===== src/rtl/frame_seq_pkg.sv =====
// rtl/frame_seq_pkg.sv - shared state encoding and default geometry for the frame sequencer
package frame_seq_pkg;

    localparam int IMG_WIDTH_DEF  = 64;
    localparam int IMG_HEIGHT_DEF = 32;
    localparam int TIMEOUT_DEF    = 4096;

    typedef enum logic [2:0] {
        ST_IDLE  = 3'd0,
        ST_RUN   = 3'd1,
        ST_DRAIN = 3'd2,
        ST_DONE  = 3'd3,
        ST_ERR   = 3'd4
    } state_e;

endpackage


===== src/rtl/frame_seq_if.sv =====
// rtl/frame_seq_if.sv - source, pipeline and sink FIFO handshake bundle
interface frame_seq_if #(
    parameter int RGB_DWIDTH = 24,
    parameter int DWIDTH     = 8
);
    logic [RGB_DWIDTH-1:0] src_din;
    logic                  src_empty;
    logic                  src_rd_en;
    logic [RGB_DWIDTH-1:0] pipe_din;
    logic                  pipe_wr_en;
    logic                  pipe_full;
    logic [DWIDTH-1:0]     pipe_dout;
    logic                  pipe_empty;
    logic                  pipe_rd_en;
    logic [DWIDTH-1:0]     sink_dout;
    logic                  sink_wr_en;
    logic                  sink_full;

    // sequencer side
    modport master (
        input  src_din, src_empty, pipe_full, pipe_dout, pipe_empty, sink_full,
        output src_rd_en, pipe_din, pipe_wr_en, pipe_rd_en, sink_dout, sink_wr_en
    );

    // FIFO / environment side
    modport slave (
        output src_din, src_empty, pipe_full, pipe_dout, pipe_empty, sink_full,
        input  src_rd_en, pipe_din, pipe_wr_en, pipe_rd_en, sink_dout, sink_wr_en
    );
endinterface


===== src/rtl/frame_seq_watchdog.sv =====
// rtl/frame_seq_watchdog.sv - saturating stall counter that trips when it reaches TIMEOUT
module frame_seq_watchdog #(
    parameter int TIMEOUT = 4096,
    localparam int TW     = $clog2(TIMEOUT + 1)
) (
    input  logic clock,
    input  logic reset,
    input  logic clr,
    input  logic en,
    output logic trip
);
    localparam logic [TW-1:0] LIMIT = TW'(TIMEOUT);

    logic [TW-1:0] count_q, count_d;

    // next count: clear wins, otherwise count up and hold at LIMIT
    always_comb begin
        count_d = count_q;
        if (clr) begin
            count_d = '0;
        end else if (en && (count_q != LIMIT)) begin
            count_d = count_q + 1'b1;
        end
        // trip on the cycle the count reaches LIMIT so the owner reacts on that same edge
        trip = (count_d == LIMIT);
    end

    // count register
    always_ff @(posedge clock) begin
        if (reset) begin
            count_q <= '0;
        end else begin
            count_q <= count_d;
        end
    end
endmodule


===== src/rtl/frame_sequencer.sv =====
// rtl/frame_sequencer.sv - frame admission/collection controller; FRAME_SEQ_PERF_EN adds frame_cycles/stall_cycles
module frame_sequencer
    import frame_seq_pkg::*;
#(
    parameter int  IMG_WIDTH  = IMG_WIDTH_DEF,
    parameter int  IMG_HEIGHT = IMG_HEIGHT_DEF,
    parameter int  RGB_DWIDTH = 24,
    parameter int  DWIDTH     = 8,
    parameter int  TIMEOUT    = TIMEOUT_DEF,
    localparam int NPIX       = IMG_WIDTH * IMG_HEIGHT,
    localparam int CW         = $clog2(NPIX + 1)
) (
    input  logic          clock,
    input  logic          reset,
    input  logic          start,
    output logic          busy,
    output logic          done,
    output logic          error,
    frame_seq_if.master   bus,
`ifdef FRAME_SEQ_PERF_EN
    output logic [31:0]   frame_cycles,
    output logic [31:0]   stall_cycles,
`endif
    output logic [CW-1:0] in_count,
    output logic [CW-1:0] out_count
);
    localparam logic [CW-1:0] NPIX_C = CW'(NPIX);

    state_e        state_q, state_d;
    logic [CW-1:0] in_count_q, in_count_d;
    logic [CW-1:0] out_count_q, out_count_d;
    logic          error_q, error_d;

    logic busy_c;
    logic launch;
    logic in_fire;
    logic out_fire;
    logic wd_en;
    logic wd_clr;
    logic wd_trip;

    // handshake qualification; start is only honoured outside RUN/DRAIN
    always_comb begin
        busy_c   = (state_q == ST_RUN) || (state_q == ST_DRAIN);
        launch   = start && !busy_c;
        in_fire  = (state_q == ST_RUN) && !bus.src_empty && !bus.pipe_full
                   && (in_count_q < NPIX_C);
        out_fire = busy_c && !bus.pipe_empty && !bus.sink_full
                   && (out_count_q < NPIX_C);
        wd_clr   = !busy_c || out_fire;
        wd_en    = busy_c && !out_fire;
    end

    frame_seq_watchdog #(
        .TIMEOUT (TIMEOUT)
    ) u_watchdog (
        .clock (clock),
        .reset (reset),
        .clr   (wd_clr),
        .en    (wd_en),
        .trip  (wd_trip)
    );

    assign bus.src_rd_en  = in_fire;
    assign bus.pipe_wr_en = in_fire;
    assign bus.pipe_din   = bus.src_din;
    assign bus.pipe_rd_en = out_fire;
    assign bus.sink_wr_en = out_fire;
    assign bus.sink_dout  = bus.pipe_dout;

    // next state and counters; completion beats a watchdog trip in the same cycle
    always_comb begin
        state_d     = state_q;
        in_count_d  = in_count_q;
        out_count_d = out_count_q;
        error_d     = error_q;
        case (state_q)
            ST_IDLE, ST_DONE, ST_ERR: begin
                if (launch) begin
                    state_d     = ST_RUN;
                    in_count_d  = '0;
                    out_count_d = '0;
                    error_d     = 1'b0;
                end else if (state_q == ST_DONE) begin
                    state_d = ST_IDLE;
                end
            end
            ST_RUN, ST_DRAIN: begin
                if (in_fire) begin
                    in_count_d = in_count_q + 1'b1;
                end
                if (out_fire) begin
                    out_count_d = out_count_q + 1'b1;
                end
                if (out_count_d == NPIX_C) begin
                    state_d = ST_DONE;
                end else if (wd_trip) begin
                    state_d = ST_ERR;
                    error_d = 1'b1;
                end else if (in_count_d == NPIX_C) begin
                    state_d = ST_DRAIN;
                end
            end
            default: begin
                state_d = ST_IDLE;
            end
        endcase
    end

    // FSM and counter registers
    always_ff @(posedge clock) begin
        if (reset) begin
            state_q     <= ST_IDLE;
            in_count_q  <= '0;
            out_count_q <= '0;
            error_q     <= 1'b0;
        end else begin
            state_q     <= state_d;
            in_count_q  <= in_count_d;
            out_count_q <= out_count_d;
            error_q     <= error_d;
        end
    end

    assign busy      = busy_c;
    assign done      = (state_q == ST_DONE);
    assign error     = error_q;
    assign in_count  = in_count_q;
    assign out_count = out_count_q;

`ifdef FRAME_SEQ_PERF_EN
    logic [31:0] run_cycles_q, run_cycles_d;
    logic [31:0] frame_cycles_q, frame_cycles_d;
    logic [31:0] stall_cycles_q, stall_cycles_d;

    // frame length is the number of RUN/DRAIN cycles, latched as DONE is entered
    always_comb begin
        run_cycles_d   = run_cycles_q;
        frame_cycles_d = frame_cycles_q;
        stall_cycles_d = stall_cycles_q;
        if (launch) begin
            run_cycles_d   = '0;
            frame_cycles_d = '0;
            stall_cycles_d = '0;
        end else if (busy_c) begin
            run_cycles_d = run_cycles_q + 32'd1;
            if (state_d == ST_DONE) begin
                frame_cycles_d = run_cycles_q + 32'd1;
            end
            if ((state_q == ST_RUN) && !bus.src_empty && bus.pipe_full
                && (in_count_q < NPIX_C)) begin
                stall_cycles_d = stall_cycles_q + 32'd1;
            end
        end
    end

    // performance counter registers
    always_ff @(posedge clock) begin
        if (reset) begin
            run_cycles_q   <= '0;
            frame_cycles_q <= '0;
            stall_cycles_q <= '0;
        end else begin
            run_cycles_q   <= run_cycles_d;
            frame_cycles_q <= frame_cycles_d;
            stall_cycles_q <= stall_cycles_d;
        end
    end

    assign frame_cycles = frame_cycles_q;
    assign stall_cycles = stall_cycles_q;
`endif
endmodule


===== src/flat_wrapper.sv =====
// flat-port wrapper written by rule: the top's interface ports become plain ports
module frame_sequencer_flat import frame_seq_pkg::*;
#(
    parameter int  IMG_WIDTH  = IMG_WIDTH_DEF,
    parameter int  IMG_HEIGHT = IMG_HEIGHT_DEF,
    parameter int  RGB_DWIDTH = 24,
    parameter int  DWIDTH     = 8,
    parameter int  TIMEOUT    = TIMEOUT_DEF,
    localparam int NPIX       = IMG_WIDTH * IMG_HEIGHT,
    localparam int CW         = $clog2(NPIX + 1)
)
  (clock, reset, start, busy, done, error, in_count, out_count, bus_src_din, bus_src_empty, bus_pipe_full, bus_pipe_dout, bus_pipe_empty, bus_sink_full, bus_src_rd_en, bus_pipe_din, bus_pipe_wr_en, bus_pipe_rd_en, bus_sink_dout, bus_sink_wr_en);
  frame_seq_if #(.RGB_DWIDTH(RGB_DWIDTH), .DWIDTH(DWIDTH)) bus_i ();
  input  logic clock;
  input  logic reset;
  input  logic start;
  output logic busy;
  output logic done;
  output logic error;
  output logic [CW-1:0] in_count;
  output logic [CW-1:0] out_count;
  input wire logic [$bits(bus_i.src_din)-1:0] bus_src_din;
  input wire logic [$bits(bus_i.src_empty)-1:0] bus_src_empty;
  input wire logic [$bits(bus_i.pipe_full)-1:0] bus_pipe_full;
  input wire logic [$bits(bus_i.pipe_dout)-1:0] bus_pipe_dout;
  input wire logic [$bits(bus_i.pipe_empty)-1:0] bus_pipe_empty;
  input wire logic [$bits(bus_i.sink_full)-1:0] bus_sink_full;
  output wire logic [$bits(bus_i.src_rd_en)-1:0] bus_src_rd_en;
  output wire logic [$bits(bus_i.pipe_din)-1:0] bus_pipe_din;
  output wire logic [$bits(bus_i.pipe_wr_en)-1:0] bus_pipe_wr_en;
  output wire logic [$bits(bus_i.pipe_rd_en)-1:0] bus_pipe_rd_en;
  output wire logic [$bits(bus_i.sink_dout)-1:0] bus_sink_dout;
  output wire logic [$bits(bus_i.sink_wr_en)-1:0] bus_sink_wr_en;
  assign bus_i.src_din = bus_src_din;
  assign bus_i.src_empty = bus_src_empty;
  assign bus_i.pipe_full = bus_pipe_full;
  assign bus_i.pipe_dout = bus_pipe_dout;
  assign bus_i.pipe_empty = bus_pipe_empty;
  assign bus_i.sink_full = bus_sink_full;
  assign bus_src_rd_en = bus_i.src_rd_en;
  assign bus_pipe_din = bus_i.pipe_din;
  assign bus_pipe_wr_en = bus_i.pipe_wr_en;
  assign bus_pipe_rd_en = bus_i.pipe_rd_en;
  assign bus_sink_dout = bus_i.sink_dout;
  assign bus_sink_wr_en = bus_i.sink_wr_en;
  frame_sequencer #(.IMG_WIDTH(IMG_WIDTH), .IMG_HEIGHT(IMG_HEIGHT), .RGB_DWIDTH(RGB_DWIDTH), .DWIDTH(DWIDTH), .TIMEOUT(TIMEOUT)) u_core (.clock(clock), .reset(reset), .start(start), .busy(busy), .done(done), .error(error), .bus(bus_i), .in_count(in_count), .out_count(out_count));
endmodule

===== config.mk =====
export PLATFORM = sky130hd
export DESIGN_NAME = frame_sequencer_flat
export DESIGN_NICKNAME = d
export VERILOG_FILES = /design/src/rtl/frame_seq_pkg.sv /design/src/rtl/frame_seq_if.sv /design/src/rtl/frame_seq_watchdog.sv /design/src/rtl/frame_sequencer.sv /design/src/flat_wrapper.sv
export SDC_FILE = /design/constraint.sdc
export NUM_CORES = 1
export LEC_CHECK = 0
export ABC_AREA = 1
export CAP_MARGIN = 20
export CORE_MARGIN = 5
export CORE_UTILIZATION = 40
export DETAILED_ROUTE_END_ITERATION = 12
export PLACE_DENSITY = 0.71
export REMOVE_ABC_BUFFERS = 1
export SKIP_CTS_REPAIR_TIMING = 1
export SLEW_MARGIN = 20
export SYNTH_ARGS = -nofsm -noshare
export SYNTH_HDL_FRONTEND = slang
export SYNTH_SLANG_ARGS = --single-unit

===== constraint.sdc =====
create_clock -name clock -period 4.44 [get_ports clock]
set_input_delay 1.332 -clock clock [delete_from_list [all_inputs] [get_ports clock]]
set_output_delay 1.332 -clock clock [all_outputs]
set_load 0.02 [all_outputs]

* Yosys cells after proc, flatten, opt, wreduce, memory -nomap -nowiden
Cells that the tools add are included.
** Cells by class
- $add $sub $neg :: 3
- $mul :: 0
- Div/mod/pow operators :: 0
- $lt $le $gt $ge :: 2
- Eq/ne operators :: 13
- Shift-type cells :: 0
- Muxes and demuxes :: 19
- Bitwise logic cells :: 0
- Reductions and logical operators :: 24
** Operators with widths (count)
- $mux W12 :: 5
- $pmux W12 S2 :: 2
- $mux W13 :: 2
- $add A12 B1 Y12 const B :: 2
- $eq A12 B12 Y1 const B :: 2
- $lt A12 B12 Y1 const B :: 2
- $mux W3 :: 5
- $add A13 B1 Y13 const B :: 1
- $eq A13 B13 Y1 const B :: 1
- $ne A13 B13 Y1 const B :: 1
- $logic_and A1 B1 Y1 :: 9
- $eq A3 B2 Y1 const B :: 2
- $logic_not A1 Y1 :: 6
- $pmux W3 S2 :: 1
- $ne A2 B2 Y1 const B :: 2
- $ne A4 B2 Y1 const B :: 1
- $reduce_and A2 Y1 :: 2
- $reduce_and A4 Y1 :: 1
- $eq A3 B1 Y1 const B :: 1
- $eq A3 B3 Y1 const B :: 1
- $logic_not A3 Y1 :: 1
- $mux W1 :: 3
- $ne A3 B2 Y1 const B :: 1
- $reduce_or A3 Y1 :: 1
- other kinds (5) :: 6
** Word-level totals
- Register bits after elaboration :: 41
- Bits in latches :: 0
- Bits in writable memories :: 0
- ROM bits :: 0
- Memories kept :: 0

* Depth between registers and ports, before layout
- Depth after elaboration :: 14
- Gate-level depth with buffers :: 17
- Mapped depth without buffers :: 17

* Hierarchy
A second synthesis with hierarchy kept.
** Unflattened totals
- Cell total of the unflattened synthesis :: 580
- Area, all modules :: 3379.5 sq um
** Modules (own cells, without submodules)
- frame_sequencer :: times used 1, cells each 410, area each 2398.6 sq um, seq. area each 560.5 sq um
- frame_seq_watchdog :: times used 1, cells each 170, area each 980.9 sq um, seq. area each 260.2 sq um

* Least setup slack after synthesis
OpenSTA, ideal clock, no wires.
- Path kind :: input port to output port
- From :: input port bus_pipe_empty
- To :: output port bus_sink_wr_en
- Data arrival time :: 2.147 ns
- Required time :: 3.108 ns
- Path slack :: 0.961 ns
- Cell stages on the path :: 4
- Buffers on the path :: 1
- Path through :: nor2_2 nand4_4 inv_1 buf_4
** Between the ends
- Cells in the longest elaborated chain, start to end :: 4
** Ends and longest elaborated chain
- start: declaration :: line flat_wrapper.sv:26 : input wire logic [$bits(bus_i.pipe_empty)-1:0] bus_pipe_empty;
- $logic_not A1 Y1 :: line frame_sequencer.sv:48 : out_fire = busy_c && !bus.pipe_empty && !bus.sink_full
- $logic_and A1 B1 Y1 (2 in series) :: line frame_sequencer.sv:48
- $logic_and A1 B1 Y1 :: line frame_sequencer.sv:49 : && (out_count_q < NPIX_C);
- end: declaration :: line flat_wrapper.sv:33 : output wire logic [$bits(bus_i.sink_wr_en)-1:0] bus_sink_wr_en;
No other way between the ends.

* Worst setup path in the final report
Ends and elaborated chain as after synthesis.

==> flow_summary_export.csv <==
group,metric,value,unit
route,routedWlPerCell,13.4,um
layout,layout.nets,573,
yosys,yosysTopAreaCell,"dfxtp_1",
timing,worstMarginPinSlew,631,ps
floorplanning,pin_count,102,
floorplanning,dieArea,9740,um^2
placement,place_hpwl,6440,um
clock_network,clock_latency,300,ps
timing,fmax,241,MHz
timing,report.final.slew_viol_count,0,
critical_path,end_kind,"output pin",
global_route,grt_max_degree,38,
pwr,total_leakage_power,1.51,nW
clock_network,cts-root-buf,"clkbuf_8",
critical_path,cp_data_arrival_time,2810,ps
timing,fin_skew,9.04,ps
critical_path,crit_path_start,"bus_pipe_empty",
critical_path,crit_top_cell,"clkdlybuf4s50_1",
yosys,yosys_register_bits,41,
layout,fillers,832,
yosys,avgSynthCellArea,5.97,um^2
critical_path,startpoint_type,"primary input",
clock_network,cts_buffers,5,
yosys,syn_inst,527,
yosys,synth_ff_type,"dfxtp_1",
global_route,grt_pass1_wl,13600,um
global_route,grt-ovfl-total,0,
route,wirelength,8490,um
timing,finalCritPeriodShare,93.4,%
clock_network,clkTransAtPathRegs,90,ps
floorplanning,row_count,32,
yosys,synthArstFlopShare,0,%
critical_path,crit_path_max_fanout,5,
timing,max-slew-margin-rel,57.7,%
route,via_per_inst,4.95,
clock_network,cts_tree,"built",
route,final_antenna_net_count,0,
critical_path,crit_type,"primary input to output pin",
timing,hold_viol_final,0,
placement,io_buffers,37,
yosys,ys_types,34,
yosys,synth_top_area_share,26.1,%
critical_path,required,3110,ps
critical_path,reg2reg_from,"u_core.state_q[1]",
yosys,yosysSeqAreaShare,26.1,%
critical_path,endpoint,"bus_sink_wr_en",
clock_network,h-tree-depth,2,
placement,routabilityCongestion,0.902,
floorplanning,die_h,98.7,um
layout,syn_to_final_growth,10.5,%
clock_network,cts_buffer_depth,2,
job,max_cap_violations,0,
layout,diodes,0,
global_route,grt_antenna_before_repair,0,
timing,grt_setup_unrepaired,"no",
floorplanning,start_util,40.9,%
global_route,grtUsageTotal,17.0,%
route,drc,0,
yosys,synth.area.top_cells,"dfxtp_1 26%, nand2_1 19%, nor2_1 9.7%",
critical_path,critical_path.cell_chain,"clkdlybuf4s50_1, nor2_2, nand4_4, inv_1, clkdlybuf4s50_1",
global_route,grt_pass1_vias,2907,
critical_path,slowest_delay,630,ps
clock_network,clock-sinks,41,
critical_path,r2r_cells,8,
worst_hold_path,holdCritStartpoint,"u_core.error",
timing,finalSetupTns,0,ps
worst_hold_path,holdCritPathClass,"register to register",
route,dr.first_iter.drc_count,148,
pwr,vdd_drop_max,139,uV
run_status,status,"complete, no violations",
timing,fin_ws,293,ps
critical_path,ff2ff_setup_slack,2120,ps
yosys,syn_area,3150,um^2
timing,setup_violations,0,
pwr,power.density,231,nW/um^2
route,vias,3134,
placement,post-place-ws,290,ps
yosys,synth-edff-count,0,
yosys,yosysWarnings,0,
critical_path,r2r-end,"u_core.out_count[1]",
floorplanning,die_w,98.7,um
critical_path,slowest_stage,"clkdlybuf4s50_1",
route,dr.pass1.iters,4,
floorplanning,core-area,7690,um^2
timing,fin_crit,4150,ps
layout,drive_gt1_share,6.21,%
registers in the layout, summed over array words and instances (netlist names):
| register | count |
|---|---|
| u_core.out_count | 12 |
| u_core.error | 1 |
| u_core.state_q | 3 |
| u_core.u_watchdog.count_q | 13 |
| u_core.in_count | 12 |
per-stage QoR:
step | util (%) | cells | power [mW] | cell area, um^2 | hold WS, ps
2_1_floorplan | - | 480 | 0.456 | 2820 | 488
3_5_place_dp | 43.7 | 625 | 0.504 | 3360 | 474
4_1_cts | 45.2 | 633 | 0.816 | 3480 | 498
3_3_place_gp | 43.7 | 625 | 0.502 | 3360 | 475
5_1_grt | 45.2 | 633 | 0.843 | 3480 | 539
6_report | 45.2 | 633 | 0.803 | 3480 | 491
worst min-delay path by stage:
stage	to	slack, ps	cells after the start
floorplan	u_core.state_q[1]	490	2
global placement	u_core.error	480	2
detailed placement	u_core.error	470	2
CTS	u_core.error	500	2
global route	u_core.error	540	2
finish	u_core.error	490	2
cell usage in the layout, fill, tap and decap left out, types with 2 or more instances in the layout:
master,count
nand3_1,39
clkdlybuf4s50_1,37
clkbuf_8,5
inv_1,63
a21oi_1,23
buf_4,6
o21ai_1,7
o32ai_1,4
nor3_1,4
nor2_2,4
nand2_2,5
xor2_1,8
ha_1,4
nand3_2,3
o21ai_0,11
inv_2,2
o21bai_1,2
nand2_1,159
nand4_1,9
dfxtp_1,41
nor2_1,81
kinds of logic (layout without fill, tap and decap cells):
family	Yosys count	in the layout	synth area share, %
simple gates	308	308	41.9
flops	41	41	26.1
compound gates	52	52	9.62
xor+xnor	9	9	2.51
buf+inv	113	117	18.3
fa+ha+maj	4	4	1.59
per-layer routing:
metal  track usage (%)  vias up  part of all wire (%)
met3              5.94        8                   6.7
li1                  -     1627                     -
met2              26.2       97                    45
met1              22.2     1402                    47
met4              4.94        0                   1.5
met5              2.56        -                     0
Yosys cell counts, types with 3 or more instances:
cell type    n
xor2_1       8
o21ai_0     11
nand2_1    159
nand4_1      9
nand2_2      5
a21oi_1     23
nand3_2      3
dfxtp_1     41
nor2_1      81
ha_1         4
o32ai_1      4
nor3_1       4
nor2_2       4
nand3_1     39
buf_4       36
o21ai_1      7
clkbuf_1     7
inv_1       63
layout make-up:
class	count	area, um^2	area share (%)
Clock buffer	5	68.8	1.98
Clock inverter	3	46.3	1.33
Inverter	66	248	7.13
Multi-Input combinational cell	373	1750	50.3
Sequential cell	41	821	23.6
Tap cell	102	128	3.67
Timing Repair Buffer	43	415	12.0
power breakdown:
part | switching, mW | total [mW] | internal, mW
combinational | 0.0813 | 0.118 | 0.0363
sequential | 0.00584 | 0.377 | 0.371
clock | 0.140 | 0.308 | 0.168
total | 0.227 | 0.803 | 0.576
worst max-delay path: cells and delay by family:
family | cells | cell delay (ps)
and+or+nand+nor | 2 | 290
buffers and inverters | 3 | 1190
No activity file was read; power rests on OpenSTA's default activity.
